--- config.mk ---
export PLATFORM = sky130hd
export DESIGN_NAME = keypad_scanner
export DESIGN_NICKNAME = d
export VERILOG_FILES = /design/src/rtl/keypad_pkg.sv /design/src/rtl/keypad_scanner_sync_2ff.sv /design/src/rtl/keypad_scanner.sv
export SDC_FILE = /design/constraint.sdc
export NUM_CORES = 1
export LEC_CHECK = 0
export BUFFER_PORTS_ARGS = -buffer_cell sky130_fd_sc_hd__clkbuf_2
export CAP_MARGIN = 5
export CORE_MARGIN = 1
export CORE_UTILIZATION = 56
export CTS_CLUSTER_DIAMETER = 80
export DETAILED_ROUTE_END_ITERATION = 8
export GPL_ROUTABILITY_DRIVEN = 0
export HOLD_SLACK_MARGIN = 0.02
export PLACE_DENSITY = 0.81
export SLEW_MARGIN = 20
export SYNTH_ARGS = -nofsm -noshare
export SYNTH_HDL_FRONTEND = slang
export SYNTH_SLANG_ARGS = --single-unit
--- constraint.sdc ---
create_clock -name clk -period 4.1 [get_ports clk]
set_clock_uncertainty 0.15 [all_clocks]
set_input_delay 0.41 -clock clk [delete_from_list [all_inputs] [get_ports clk]]
set_output_delay 0.41 -clock clk [all_outputs]
set_load 0.02 [all_outputs]
--- src/rtl/keypad_pkg.sv ---
// rtl/keypad_pkg.sv - shared constants and types for the 4x4 keypad scanner
package keypad_pkg;

    localparam int NUM_ROWS = 4;
    localparam int NUM_COLS = 4;

    // Indexed by col*4 + row; rows of the physical pad read 1 2 3 A / 4 5 6 B / 7 8 9 C / 0 F E D.
    localparam logic [3:0] KEY_MAP [16] = '{
        4'h1, 4'h4, 4'h7, 4'h0,
        4'h2, 4'h5, 4'h8, 4'hF,
        4'h3, 4'h6, 4'h9, 4'hE,
        4'hA, 4'hB, 4'hC, 4'hD
    };

    typedef enum logic {
        IDLE,
        HELD
    } state_t;

    typedef struct packed {
        logic       hit;
        logic [3:0] idx;
    } scan_result_t;

endpackage

--- src/rtl/keypad_scanner_sync_2ff.sv ---
// rtl/keypad_scanner_sync_2ff.sv - two-flop synchronizer, resets to all ones (idle pull-up level)
module sync_2ff #(
    parameter int WIDTH = 4
) (
    input  logic             clk,
    input  logic             rst,
    input  logic [WIDTH-1:0] d,
    output logic [WIDTH-1:0] q
);

    logic [WIDTH-1:0] meta;

    always_ff @(posedge clk or posedge rst) begin
        if (rst) begin
            meta <= '1;
            q    <= '1;
        end else begin
            meta <= d;
            q    <= meta;
        end
    end

endmodule

--- src/rtl/keypad_scanner.sv ---
// rtl/keypad_scanner.sv - 4x4 matrix keypad scanner with scan-level debounce and key event handshake
module keypad_scanner
    import keypad_pkg::*;
#(
    parameter int COL_CYCLES     = 2500,
    parameter int DEBOUNCE_SCANS = 8
) (
    input  logic                clk,
    input  logic                reset,
    output logic [NUM_COLS-1:0] col_n,
    input  logic [NUM_ROWS-1:0] row_n,
    output logic [3:0]          key_code,
    output logic                key_valid,
    input  logic                key_ack,
    output logic                key_overrun,
    output logic                key_held,
    output logic [31:0]         digits
);

    localparam int CW = $clog2(COL_CYCLES);
    localparam int SW = $clog2(DEBOUNCE_SCANS);
    localparam logic [CW-1:0] COL_LAST   = CW'(COL_CYCLES - 1);
    localparam logic [SW-1:0] STABLE_MAX = SW'(DEBOUNCE_SCANS - 1);

    logic [CW-1:0]       col_cnt;
    logic [1:0]          col_idx;
    logic [NUM_ROWS-1:0] row_sync;
    scan_result_t        acc;
    scan_result_t        cur;
    scan_result_t        prev;
    logic [SW-1:0]       stable_cnt;
    logic [SW-1:0]       stable_next;
    logic                sample;
    logic                scan_end;
    logic                is_stable;
    logic                emit;
    logic [3:0]          emit_code;
    state_t              state;
    state_t              state_next;

    sync_2ff #(.WIDTH(NUM_ROWS)) u_row_sync (
        .clk (clk),
        .rst (reset),
        .d   (row_n),
        .q   (row_sync)
    );

    assign col_n     = ~(4'b0001 << col_idx);
    assign sample    = (col_cnt == COL_LAST);
    assign scan_end  = sample && (col_idx == 2'd3);
    assign key_held  = (state == HELD);
    assign emit_code = KEY_MAP[cur.idx];

    // Fold this column's rows into the running scan result; the first key found in the scan wins.
    always_comb begin
        cur = acc;
        if (!acc.hit) begin
            for (int r = NUM_ROWS - 1; r >= 0; r--) begin
                if (!row_sync[r]) begin
                    cur.hit = 1'b1;
                    cur.idx = {col_idx, 2'(r)};
                end
            end
        end
    end

    always_comb begin
        stable_next = '0;
        if (cur == prev) begin
            stable_next = (stable_cnt == STABLE_MAX) ? stable_cnt : stable_cnt + 1'b1;
        end
        is_stable = (stable_next == STABLE_MAX);
    end

    always_ff @(posedge clk or posedge reset) begin
        if (reset) begin
            state <= IDLE;
        end else begin
            state <= state_next;
        end
    end

    always_comb begin
        state_next = state;
        emit       = 1'b0;
        if (scan_end && is_stable) begin
            case (state)
                IDLE: begin
                    if (cur.hit) begin
                        emit       = 1'b1;
                        state_next = HELD;
                    end
                end
                HELD: begin
                    if (!cur.hit) begin
                        state_next = IDLE;
                    end
                end
                default: state_next = IDLE;
            endcase
        end
    end

    always_ff @(posedge clk or posedge reset) begin
        if (reset) begin
            col_cnt    <= '0;
            col_idx    <= 2'd0;
            acc        <= '0;
            prev       <= '0;
            stable_cnt <= '0;
        end else if (sample) begin
            col_cnt <= '0;
            col_idx <= col_idx + 2'd1;
            if (scan_end) begin
                acc        <= '0;
                prev       <= cur;
                stable_cnt <= stable_next;
            end else begin
                acc <= cur;
            end
        end else begin
            col_cnt <= col_cnt + 1'b1;
        end
    end

    // A new event beats a simultaneous acknowledge; overrun only when the old event was left unconsumed.
    always_ff @(posedge clk or posedge reset) begin
        if (reset) begin
            key_code    <= 4'h0;
            key_valid   <= 1'b0;
            key_overrun <= 1'b0;
            digits      <= 32'h0;
        end else if (emit) begin
            key_code  <= emit_code;
            key_valid <= 1'b1;
            digits    <= {digits[27:0], emit_code};
            if (key_valid && !key_ack) begin
                key_overrun <= 1'b1;
            end
        end else if (key_ack) begin
            key_valid <= 1'b0;
        end
    end

endmodule
# [Yosys cells after proc, flatten, opt, wreduce, memory -nomap -nowiden]
# Memory sizes are Yosys's and may differ from the RTL's.
# Cells that the tools add are included.
# W data, S select, Z words.
[op_classes] n_mul=0 eq_ne=5 add_sub_neg=3 n_reduce_logical=7 shift=1 magnitude_cmp=1 mux=16 bitwise=2 div_mod_pow=0
[op_table] operator="$mux W5" count=6
[op_table] operator="$add A12 B1 Y12 const B" count=1
[op_table] operator="$eq A12 B12 Y1 const B" count=1
[op_table] operator="$mux W12" count=1
[op_table] operator="$mux W4" count=2
[op_table] operator="$eq A3 B3 Y1 const B" count=2
[op_table] operator="$mux W3" count=2
[op_table] operator="$eq A5 B5 Y1" count=1
[op_table] operator="$ge A5 B5 Y1 const B" count=1
[op_table] operator="$mux W1" count=5
[op_table] operator="$not A4 Y5" count=1
[op_table] operator="$not A4 Y4" count=1
[op_table] operator="$reduce_and A2 Y1" count=2
[op_table] operator="$shl A1 B2 Y4 const A" count=1
[op_table] operator="$add A3 B1 Y3 const B" count=1
[op_table] operator="$logic_and A1 B1 Y1" count=3
[op_table] operator="$add A2 B1 Y2 const B" count=1
[op_table] operator="$eq A2 B2 Y1 const B" count=1
[op_table] operator="$reduce_bool A2 Y1" count=1
[op_table] operator="$logic_not A1 Y1" count=1
[totals] inputBits=7 romBits=64 out_inout_bits=43 latch_bits=0 ram_bits=0 ff_bits=74 memories=1
[mem_list] memory="(name not given)" words=16 word_bits=4 rd=1 rd_ports_with_merged_regs=0 write_ports=0 line="keypad_scanner.sv:52" text="assign emit_code = KEY_MAP[cur.idx];"

# [Logic depth before layout (Yosys ltp)]
# Gate-level depths: netlist of the first run.
[logic_depth] ltp_word=11 mapped_depth=10

# [Hierarchy]
# A second synthesis of the first run with hierarchy kept.
[unflattened] hier_cells=258 hier_area_um2=3286.9
[by_module_without_submodules] mod="keypad_scanner" seq_area_each_um2=1551.5 area_each_um2=3072.9 n_inst=1 cells_each=249
[by_module_without_submodules] mod="sync_2ff" seq_area_each_um2=210.2 area_each_um2=214.0 n_inst=1 cells_each=9

# [Least setup slack after synthesis of the first run]
# No wires, ideal clock.
[synth_timing] path_kind="flip-flop to flip-flop" start="register col_cnt[0]" end="register digits[10]" t_required_ns=3.825 path_stages_with_launch=10 period_less_slack_ns=2.850 setup_ns=0.125 path_slack_ns=1.250 t_arrival_ns=2.575 path_buffers=2 path_cell_list="dfrtp_1 > ha_1 > or4b_1 > or3_1 > buf_6 > nor2_8 > nand2_2 > nor4_4 > buf_6 > mux2_4"
[synth_between] elab_chain_cells=4
[synth_rtl] element="start, declared" line="keypad_scanner.sv:25" text="logic [CW-1:0] col_cnt;"
[synth_rtl] element="start signal, assigned" line="keypad_scanner.sv:122" text="col_cnt <= col_cnt + 1'b1;"
[synth_rtl] element="$eq A12 B12 Y1" line="keypad_scanner.sv:49" text="assign sample = (col_cnt == COL_LAST);"
[synth_rtl] element="$logic_and A1 B1 Y1" line="keypad_scanner.sv:50" text="assign scan_end = sample && (col_idx == 2'd3);"
[synth_rtl] element="$logic_and A1 B1 Y1" line="keypad_scanner.sv:86" text="if (scan_end && is_stable) begin"
[synth_rtl] element="$mux W1" line="keypad_scanner.sv:86"
[synth_rtl] element="end signal, assigned" line="keypad_scanner.sv:136" text="digits <= {digits[27:0], emit_code};"
[synth_rtl] element="end, declared" line="keypad_scanner.sv:17" text="output logic [31:0] digits"
# No other way between the ends.
# A chain may end at the register's enable or synchronous reset.

# [Worst setup path in the final report of the first run]
[layout_timing] start="register acc[4] in the netlist's numbering" end="register digits[21]"
[layout_between] elab_chain_cells=6 elab_cells_between_ends=8 classes_between="eq/ne (2); mux (5); reduce/logical (1)"
[layout_rtl] element="start, declared" line="keypad_scanner.sv:28" text="scan_result_t acc;"
[layout_rtl] element="start signal, assigned" line="keypad_scanner.sv:119" text="acc <= cur;"
[layout_rtl] element="$mux W5 *" line="keypad_scanner.sv:57" text="if (!acc.hit) begin"
[layout_rtl] element="$eq A5 B5 Y1" line="keypad_scanner.sv:69" text="if (cur == prev) begin"
[layout_rtl] element="$mux W3" line="keypad_scanner.sv:69"
[layout_rtl] element="$eq A3 B3 Y1" line="keypad_scanner.sv:72" text="is_stable = (stable_next == STABLE_MAX);"
[layout_rtl] element="$logic_and A1 B1 Y1" line="keypad_scanner.sv:86"
[layout_rtl] element="$mux W1 *" line="keypad_scanner.sv:86"
# Mark *: on every way between the ends. The rest lies on a longest branch, timed or not.

==> results of run 1 <==
-- cells in the mapped netlist, types with 2 or more instances --
master    count
and2_1        2
xor2_1        6
and4_1        2
o21ai_0      12
a21oi_1       9
nand4_1       4
nand2_1      19
nor3b_1       2
dfrtp_1      62
dfstp_2       8
buf_6         4
nor3_1        5
nand2b_1      2
inv_1        13
or3_1         3
mux2_4       27
xnor2_1       9
mux2i_1       4
ha_1          8
o31ai_1       4
mux2_2        5
nand3_1      11
a21o_1        3
buf_4         4
clkbuf_1      4
nor2_1       11
-- final cells by class --
type                       instances  area (µm²)  area share [%]
tap                               72        90.1            2.38
sequential                        70        1760            46.5
timing repair buffer              56         308            8.12
clock buffer                       9         124            3.27
clock inverter                     7        75.1            1.98
inverter                          13        48.8            1.29
multi-input combinational        169        1380            36.5
-- worst max path at each step --
stage | cells after the start | endpoint | from
finish | 7 | digits[21] | acc[4]
global route | 7 | digits[21] | acc[4]
CTS | 7 | digits[19] | acc[4]
detailed placement | 7 | digits[19] | acc[4]
global placement | 7 | digits[21] | acc[4]
floorplan | 9 | digits[10] | col_cnt[0]
-- power breakdown --
group | switching [µW] | internal [µW]
Combinational | 24.0 | 11.4
Sequential | 2.80 | 697
Clock | 264 | 281
-- state kept, by name, summed over array words and instances, names as in the netlist --
register and cells:
digits 29, col_cnt 12, acc 5, prev 5, u_row_sync.meta 4, u_row_sync.q 4
key_code 3, stable_cnt 3, col_idx 2, key_held 1, key_overrun 1, key_valid 1
-- metal layers --
layer | wire (µm) | track usage, %
met2 | 2840 | 33.0
met4 | 69 | 9.07
met1 | 2700 | 27.4
met3 | 300 | 6.44
met5 | 0 | 0
-- through the flow --
step,total power (µW),hold WS (ps)
after floorplan,736,195
after global placement,745,196
after detailed placement,747,197
after CTS,1300,134
after global routing,1330,173
final,1280,103
-- worst max-delay path: stages, from the launching register on --
cell,delay (ps)
dfrtp_1,450
a41oi_1,700
mux2i_1,410
a21oi_1,230
nand3_1,210
nor4_4,320
buf_4,510
mux2_2,400
-- cell families (layout without fill, tap and decap cells) --
logic type / count (synthesis) / in the layout / synth area share (%)
fa+ha+maj: 9 / 9 / 3.34
compound gates: 39 / 39 / 7.52
flops: 70 / 70 / 53.5
simple gates: 70 / 70 / 11.9
mux: 36 / 36 / 15.2
xor+xnor: 15 / 15 / 3.99
buf+inv: 27 / 85 / 4.52
==> impl_metrics.csv, run 1 <==
group,metric,value,unit
run_status,outcome,"finished clean",
logic_synthesis,synth_edf_count,0,
logic_synthesis,synth_nets,281,
global_routing,grt_pass1_wl,9800,µm
cells_and_area,layout_common_cells,"62 x dfrtp_1, 49 x clkbuf_2, 27 x mux2_4, 19 x nand2_1",
critical_path,r2r-end,"digits[21]",
cells_and_area,final_cells,396,
die,core,5570,µm²
die,die_width,78.7,µm
sta,rsz0062_at_grt,"no",
sta,post-route-min-period,3520,ps
route,antenna_left,0,
run,drv_cap,0,
clocking,root_buffer,"clkbuf_8",
cells_and_area,area.growth.synth_to_final,15.1,%
route,routed_wl,5910,µm
route,via_per_inst,5.46,
sta,drv_slew,0,
clocking,cts_hold_buf,4,
route,dr.pass1.iters,4,
die,die_h,78.7,µm
logic_synthesis,ys_seq_area_share,53.5,%
critical_path,crit_required,4180,ps
placed_design,numPortBuffers,49,
route,drc,0,
logic_synthesis,yosysTopAreaCellShare,47.1,%
sta,hold_violations,0,
clocking,htree_levels,3,
cells_and_area,final_common_cell,"dfrtp_1",
clocking,cts_tree,"done",
route,via_count,2162,
global_routing,gr-usage-all-layers,21.1,%
power,p_leak,0.00189,µW
clocking,insertion_delay,350,ps
logic_synthesis,ys_types,49,
sta,period_share,85.9,%
global_routing,grt_pass1_vias,2109,
logic_synthesis,ys_seq_elements,70,
placed_design,dpl_worst_slack,563,ps
cells_and_area,drive_gt1_share,35.8,%
sta,setup_violations,0,
critical_path,arrival,3600,ps
die,io_pins,50,
clocking,clock_sinks,70,
sta,max_slew.worst_pin.slew,936,ps
critical_path,r2r-start,"acc[4]",
logic_synthesis,async_reset_ff_share,100,%
logic_synthesis,avgSynthCellArea,12.4,µm²
cells_and_area,fin_util,68.0,%
logic_synthesis,synth_area_leaders,"dfrtp_1 47%, mux2_4 12%, dfstp_2 6.4%",
global_routing,antenna_found_initial,0,
placed_design,place_inst,376,
clocking,ctsResizeCount,0,
die,start_util,59.1,%
critical_path,worstSetupEndpointType,"register",
logic_synthesis,syn_inst,266,
route,wire_per_inst,14.9,µm
sta,timing.fmax,284,MHz
clocking,post_cts_buffers,0,
critical_path,reg2reg_depth,7,
die,rows,27,
cells_and_area,nFillCells,381,
critical_path,critPathLaunchType,"register",
clocking,path_clk_slew,70,ps
cells_and_area,num_antenna_cells,0,
sta,max-slew-margin-rel,37.5,%
placed_design,hpwl,4120,µm
route,drt-initial-drc-count,96,
sta,fin_ws,580,ps
logic_synthesis,synth_ff_type,"dfrtp_1",
critical_path,r2r_slack,580,ps
logic_synthesis,synth_area,3290,µm²
die,die_area,6190,µm²
cells_and_area,nets,334,
clocking,cts_buffers,9,
placed_design,placed_area,3550,µm²
cells_and_area,design_area,3790,µm²
clocking,cts_buffer_depth,2,
global_routing,grt_max_degree,47,
critical_path,worstSetupPathType,"reg2reg",
logic_synthesis,yosysWarnings,0,
worst_hold_path,worstHoldPathType,"in2async",
global_routing,overflow,0,
power,power_density,338,nW/µm²
sta,fin_setup_tns,0,ps
logic_synthesis,synth_top_cell_by_area,"dfrtp_1",
power,ir_drop,227,µV
critical_path,worstPathMaxFanout,34,
Power figures use the tool's default switching activity.
==> run 2: changes to the inputs <==
- clock period: 4.1 -> 3.5 ns (I/O delays scaled with it)
==> run 2 against run 1 <==
Net effect: worst setup slack lost 150 ps; register-to-register slack lost 150 ps; critical path depth grew 1; die area is the same; via count shrank 0.37%; global-route usage grew 0.40 points; critical path type unchanged; non-clock buffer count grew 7; utilization grew 2.1 points; combinational power grew 26%; critical endpoint is now digits[20]; highest routed layer unchanged; clock power grew 44%.
==> impl_metrics.csv, run 2 (synthesis results as in run 1) <==
group,metric,value,unit
route,via_count,2154,
clocking,path_clk_slew,80,ps
clocking,root_buffer,"clkbuf_8",
cells_and_area,nFillCells,376,
global_routing,grt_pass1_wl,10100,µm
global_routing,gr-usage-all-layers,21.5,%
cells_and_area,area.growth.synth_to_final,18.6,%
cells_and_area,nets,341,
clocking,cts_buffers,9,
route,dr.pass1.iters,4,
critical_path,worstSetupEndpointType,"register",
clocking,cts_buffer_depth,2,
sta,period_share,87.6,%
cells_and_area,num_antenna_cells,0,
placed_design,hpwl,4100,µm
global_routing,overflow,0,
power,p_leak,0.00195,µW
route,wire_per_inst,14.8,µm
sta,fin_setup_tns,0,ps
clocking,clock_sinks,70,
critical_path,worst_path_largest_cell_delay,510,ps
global_routing,grt_pass1_vias,2131,
die,start_util,59.1,%
route,drt-initial-drc-count,111,
critical_path,arrival,3140,ps
route,routed_wl,5950,µm
cells_and_area,drive_gt1_share,36.6,%
cells_and_area,final_common_cell,"dfrtp_1",
die,core,5570,µm²
global_routing,grt_max_degree,35,
cells_and_area,largest_register_ffs,29,
clocking,htree_levels,3,
clocking,insertion_delay,340,ps
cells_and_area,reg_top3,"digits (29), col_cnt (12)",
clocking,post_cts_buffers,0,
worst_hold_path,worstHoldPathType,"in2reg",
sta,max-slew-margin-rel,47.6,%
cells_and_area,largest_register,"digits",
clocking,cts_tree,"done",
critical_path,worstSetupPathType,"reg2reg",
sta,rsz0062_at_grt,"no",
sta,max_slew.worst_pin.slew,781,ps
route,via_per_inst,5.34,
critical_path,worstPathMaxFanout,34,
die,die_width,78.7,µm
die,io_pins,50,
route,drc,0,
global_routing,antenna_found_initial,0,
run,drv_cap,0,
critical_path,crit_chain,"ha_1, or4b_1, or3_1, nor2_8, nand2_2, nor4_4, buf_12, mux2_2",
sta,timing.fmax,326,MHz
critical_path,crit_required,3570,ps
critical_path,critPathLaunchType,"register",
die,rows,27,
sta,setup_violations,0,
cells_and_area,layout_common_cells,"62 x dfrtp_1, 49 x clkbuf_2, 27 x mux2_4, 19 x nand2_1",
cells_and_area,fin_util,70.1,%
sta,post-route-min-period,3070,ps
placed_design,numPortBuffers,49,
sta,hold_violations,0,
critical_path,crit_slowest_cell,"or3_1",
route,antenna_left,0,
power,power,1650,µW
run_status,outcome,"finished clean",
die,die_area,6190,µm²
die,die_h,78.7,µm
power,ir_drop,423,µV
sta,drv_slew,0,
power,power_density,422,nW/µm²
-- run 2: worst paths after layout --
path,startpoint,end,slack [ps],cells past startpoint
worst max-delay path,col_cnt[0],digits[20],430,8
worst min-delay path,key_ack,key_valid,150,3
worst max register to register,col_cnt[0],digits[20],430,8
worst min register to register,u_row_sync.meta[1],u_row_sync.q[1],200,0
max in group asynchronous,reset,u_row_sync.q[0],1910,4
min in group asynchronous,reset,digits[4],500,3
-- run 2: area by class of cell --
class,count,area [µm²],share of cell area (%)
timing repair buffer,63,375,9.61
multi-input combinational,169,1380,35.4
inverter,13,48.8,1.25
clock buffer,11,141,3.62
clock inverter,5,106,2.72
tap,72,90.1,2.31
sequential,70,1760,45.1
-- run 2: power breakdown --
group	internal (µW)	leakage, µW	switching (µW)
clock network	494	0.000120	290
registers	817	0.000936	3.69
logic	15.8	0.000898	28.8
-- run 2: metrics by stage --
stage / std cells / area [µm²] / setup WS (ps) / hold slack [ps]
floorplan: 266 / 3290 / 650 / 195
global placement: 382 / 3610 / 536 / 196
detailed placement: 382 / 3610 / 445 / 197
CTS: 403 / 3910 / 433 / 138
global route: 403 / 3910 / 293 / 167
finish: 403 / 3910 / 432 / 153
-- run 2: worst max-delay path: cells and delay by family (launching register included) --
family / cells / cell delay [ps]
adder cells (fa/ha/maj): 1 / 270
buffers and inverters: 1 / 290
multiplexers: 1 / 370
AND/OR/NAND/NOR: 5 / 1450
flip-flops: 1 / 400
-- run 2: layer usage --
metal	wire length [µm]	track usage, %	up-vias
met4	66	10.4	0
met2	2810	33.5	50
li1	-	-	1046
met3	200	4.94	6
met1	2880	28.6	1052
met5	0	0	-
-- run 2: what timing repair did --
item                                    in CTS  in global routing
gates resized for setup                      0                  0
hold buffers                                 5                  0
endpoints found under the hold margin       34                  0
endpoints found under the setup margin       0                  0
==> run 3: changes to the inputs <==
- BUFFER_PORTS_ARGS: -buffer_cell sky130_fd_sc_hd__clkbuf_2 -> -buffer_cell sky130_fd_sc_hd__buf_2
- MAX_ROUTING_LAYER: unset -> met4
- PLACE_DENSITY: 0.81 -> 0.79
==> run 3 against run 2 <==
Net effect: maximum frequency shrank 0.34%; final cell count shrank 0.50%; first-iteration DRC count shrank 41%; routed wire length shrank 2.2%; die area is the same; sequential power is essentially flat; largest cell class unchanged.
==> impl_metrics.csv, run 3 (synthesis results as in run 1) <==
group,metric,value,unit
die,die_h,78.7,µm
power,power_density,402,nW/µm²
clocking,cts_buffers,9,
clocking,root_buffer,"clkbuf_8",
placed_design,numPortBuffers,49,
clocking,clock_sinks,70,
clocking,cts_hold_buf,4,
global_routing,use_met2,33.5,%
power,clkPwrFrac,44.3,%
route,routed_wl,5820,µm
route,wire_per_inst,14.5,µm
global_routing,grt_max_degree,48,
clocking,cts_buffer_depth,2,
cells_and_area,area.growth.synth_to_final,17.1,%
placed_design,place_inst,381,
cells_and_area,drive_gt1_share,36.5,%
sta,rsz0062_at_grt,"no",
power,p_int,1230,µW
clocking,path_clk_slew,70,ps
power,ir_drop,280,µV
global_routing,grt_busiest_layer,"met2",
power,combPwrFrac,2.8,%
route,dr.pass1.iters,5,
power,pwr-share-seq,52.9,%
cells_and_area,largest_register_ffs,29,
route,drc,0,
clocking,insertion_delay,340,ps
die,die_width,78.7,µm
critical_path,reg2reg_depth,8,
critical_path,arrival,3150,ps
cells_and_area,reg_top3,"digits (29), col_cnt (12)",
sta,max_slew.worst_pin.slew,970,ps
critical_path,critPathLaunchType,"register",
route,via_count,2164,
route,drt-initial-drc-count,66,
die,core,5570,µm²
clocking,post_cts_buffers,0,
placed_design,hpwl,4080,µm
sta,max-slew-margin-rel,35.3,%
die,io_pins,50,
cells_and_area,num_antenna_cells,0,
die,rows,27,
sta,setup_violations,0,
cells_and_area,final_cells,401,
global_routing,grtUsageMet3,6.32,%
global_routing,grt_pass1_vias,2183,
sta,hold_violations,0,
cells_and_area,layout_common_cells,"62 x dfrtp_1, 49 x buf_2, 27 x mux2_4, 19 x nand2_1",
global_routing,grt_pass1_wl,9990,µm
clocking,ctsResizeCount,0,
global_routing,overflow,0,
clocking,cts_tree,"done",
sta,period_share,87.9,%
die,die_area,6190,µm²
sta,timing.fmax,325,MHz
cells_and_area,nFillCells,411,
cells_and_area,final_common_cell,"dfrtp_1",
sta,post-route-min-period,3080,ps
sta,fin_setup_tns,0,ps
power,p_sw_share,20.6,%
run_status,outcome,"finished clean",
clocking,htree_levels,3,
run,drv_cap,0,
cells_and_area,largest_register,"digits",
global_routing,antenna_found_initial,0,
global_routing,use_met1,27.2,%
critical_path,worstPathMaxFanout,34,
cells_and_area,nets,339,
critical_path,worstSetupEndpointType,"register",
worst_hold_path,worstHoldPathType,"in2async",
die,start_util,59.1,%
route,via_per_inst,5.40,
power,p_switching,319,µW
route,antenna_left,0,
critical_path,crit_required,3580,ps
power,p_leak,0.00196,µW
global_routing,gr-usage-all-layers,21.8,%
critical_path,worstSetupPathType,"reg2reg",
sta,drv_slew,0,
run 3: changes by cell type in the layout (fill, tap and decap cells not counted), sizes merged:
cell         before  now
clkbuf           60   10
buf               9   57
clkinv            1    3
bufinv            3    2
dlygate4sd3       5    4
run 3: area by class of cell:
type / count / area, µm² / share of cell area, %
inverter: 13 / 48.8 / 1.27
sequential: 70 / 1760 / 45.7
timing repair buffer: 61 / 358 / 9.28
tap: 72 / 90.1 / 2.34
clock inverter: 6 / 86.3 / 2.24
clock buffer: 10 / 128 / 3.31
multi-input combinational: 169 / 1380 / 35.9
run 3: power groups by stage:
stage	clock network [µW]	registers, µW	logic, µW
after floorplan	0	835	27.0
after global placement	0	835	39.6
after detailed placement	0	836	41.0
after CTS	710	820	44.5
after global routing	737	821	49.4
final	687	820	43.0
run 3: worst max-delay path, stage by stage (launching register included):
cell and delay [ps]:
dfrtp_1 410, ha_1 270, or4b_1 500, or3_1 520
nor2_8 170, nand2_2 80, nor4_4 190, buf_12 280
mux2_2 360
run 3: worst paths after layout:
check | to | slack, ps | start
worst max-delay path | digits[20] | 420 | col_cnt[0]
worst min-delay path | digits[6] | 80 | reset
worst max register to register | digits[20] | 420 | col_cnt[0]
worst min register to register | u_row_sync.q[1] | 210 | u_row_sync.meta[1]
max in group asynchronous | u_row_sync.meta[2] | 2310 | reset
min in group clk | key_valid | 160 | key_ack
run 3: through the flow:
step	area (µm²)	utilization, %	hold WS (ps)	power (µW)	setup WS (ps)
2_1_floorplan	3290	-	195	862	650
3_3_place_gp	3600	64.6	195	875	572
3_5_place_dp	3600	64.6	197	876	484
4_1_cts	3860	69.2	105	1570	435
5_1_grt	3860	69.2	159	1610	278
6_report	3860	69.2	84.5	1550	422
run 3: routing by layer:
layer / wire (µm) / share of wire (%)
met1: 2610 / 45
met2: 2870 / 49
met3: 274 / 4.7
met4: 70 / 1.2
met5: 0 / 0
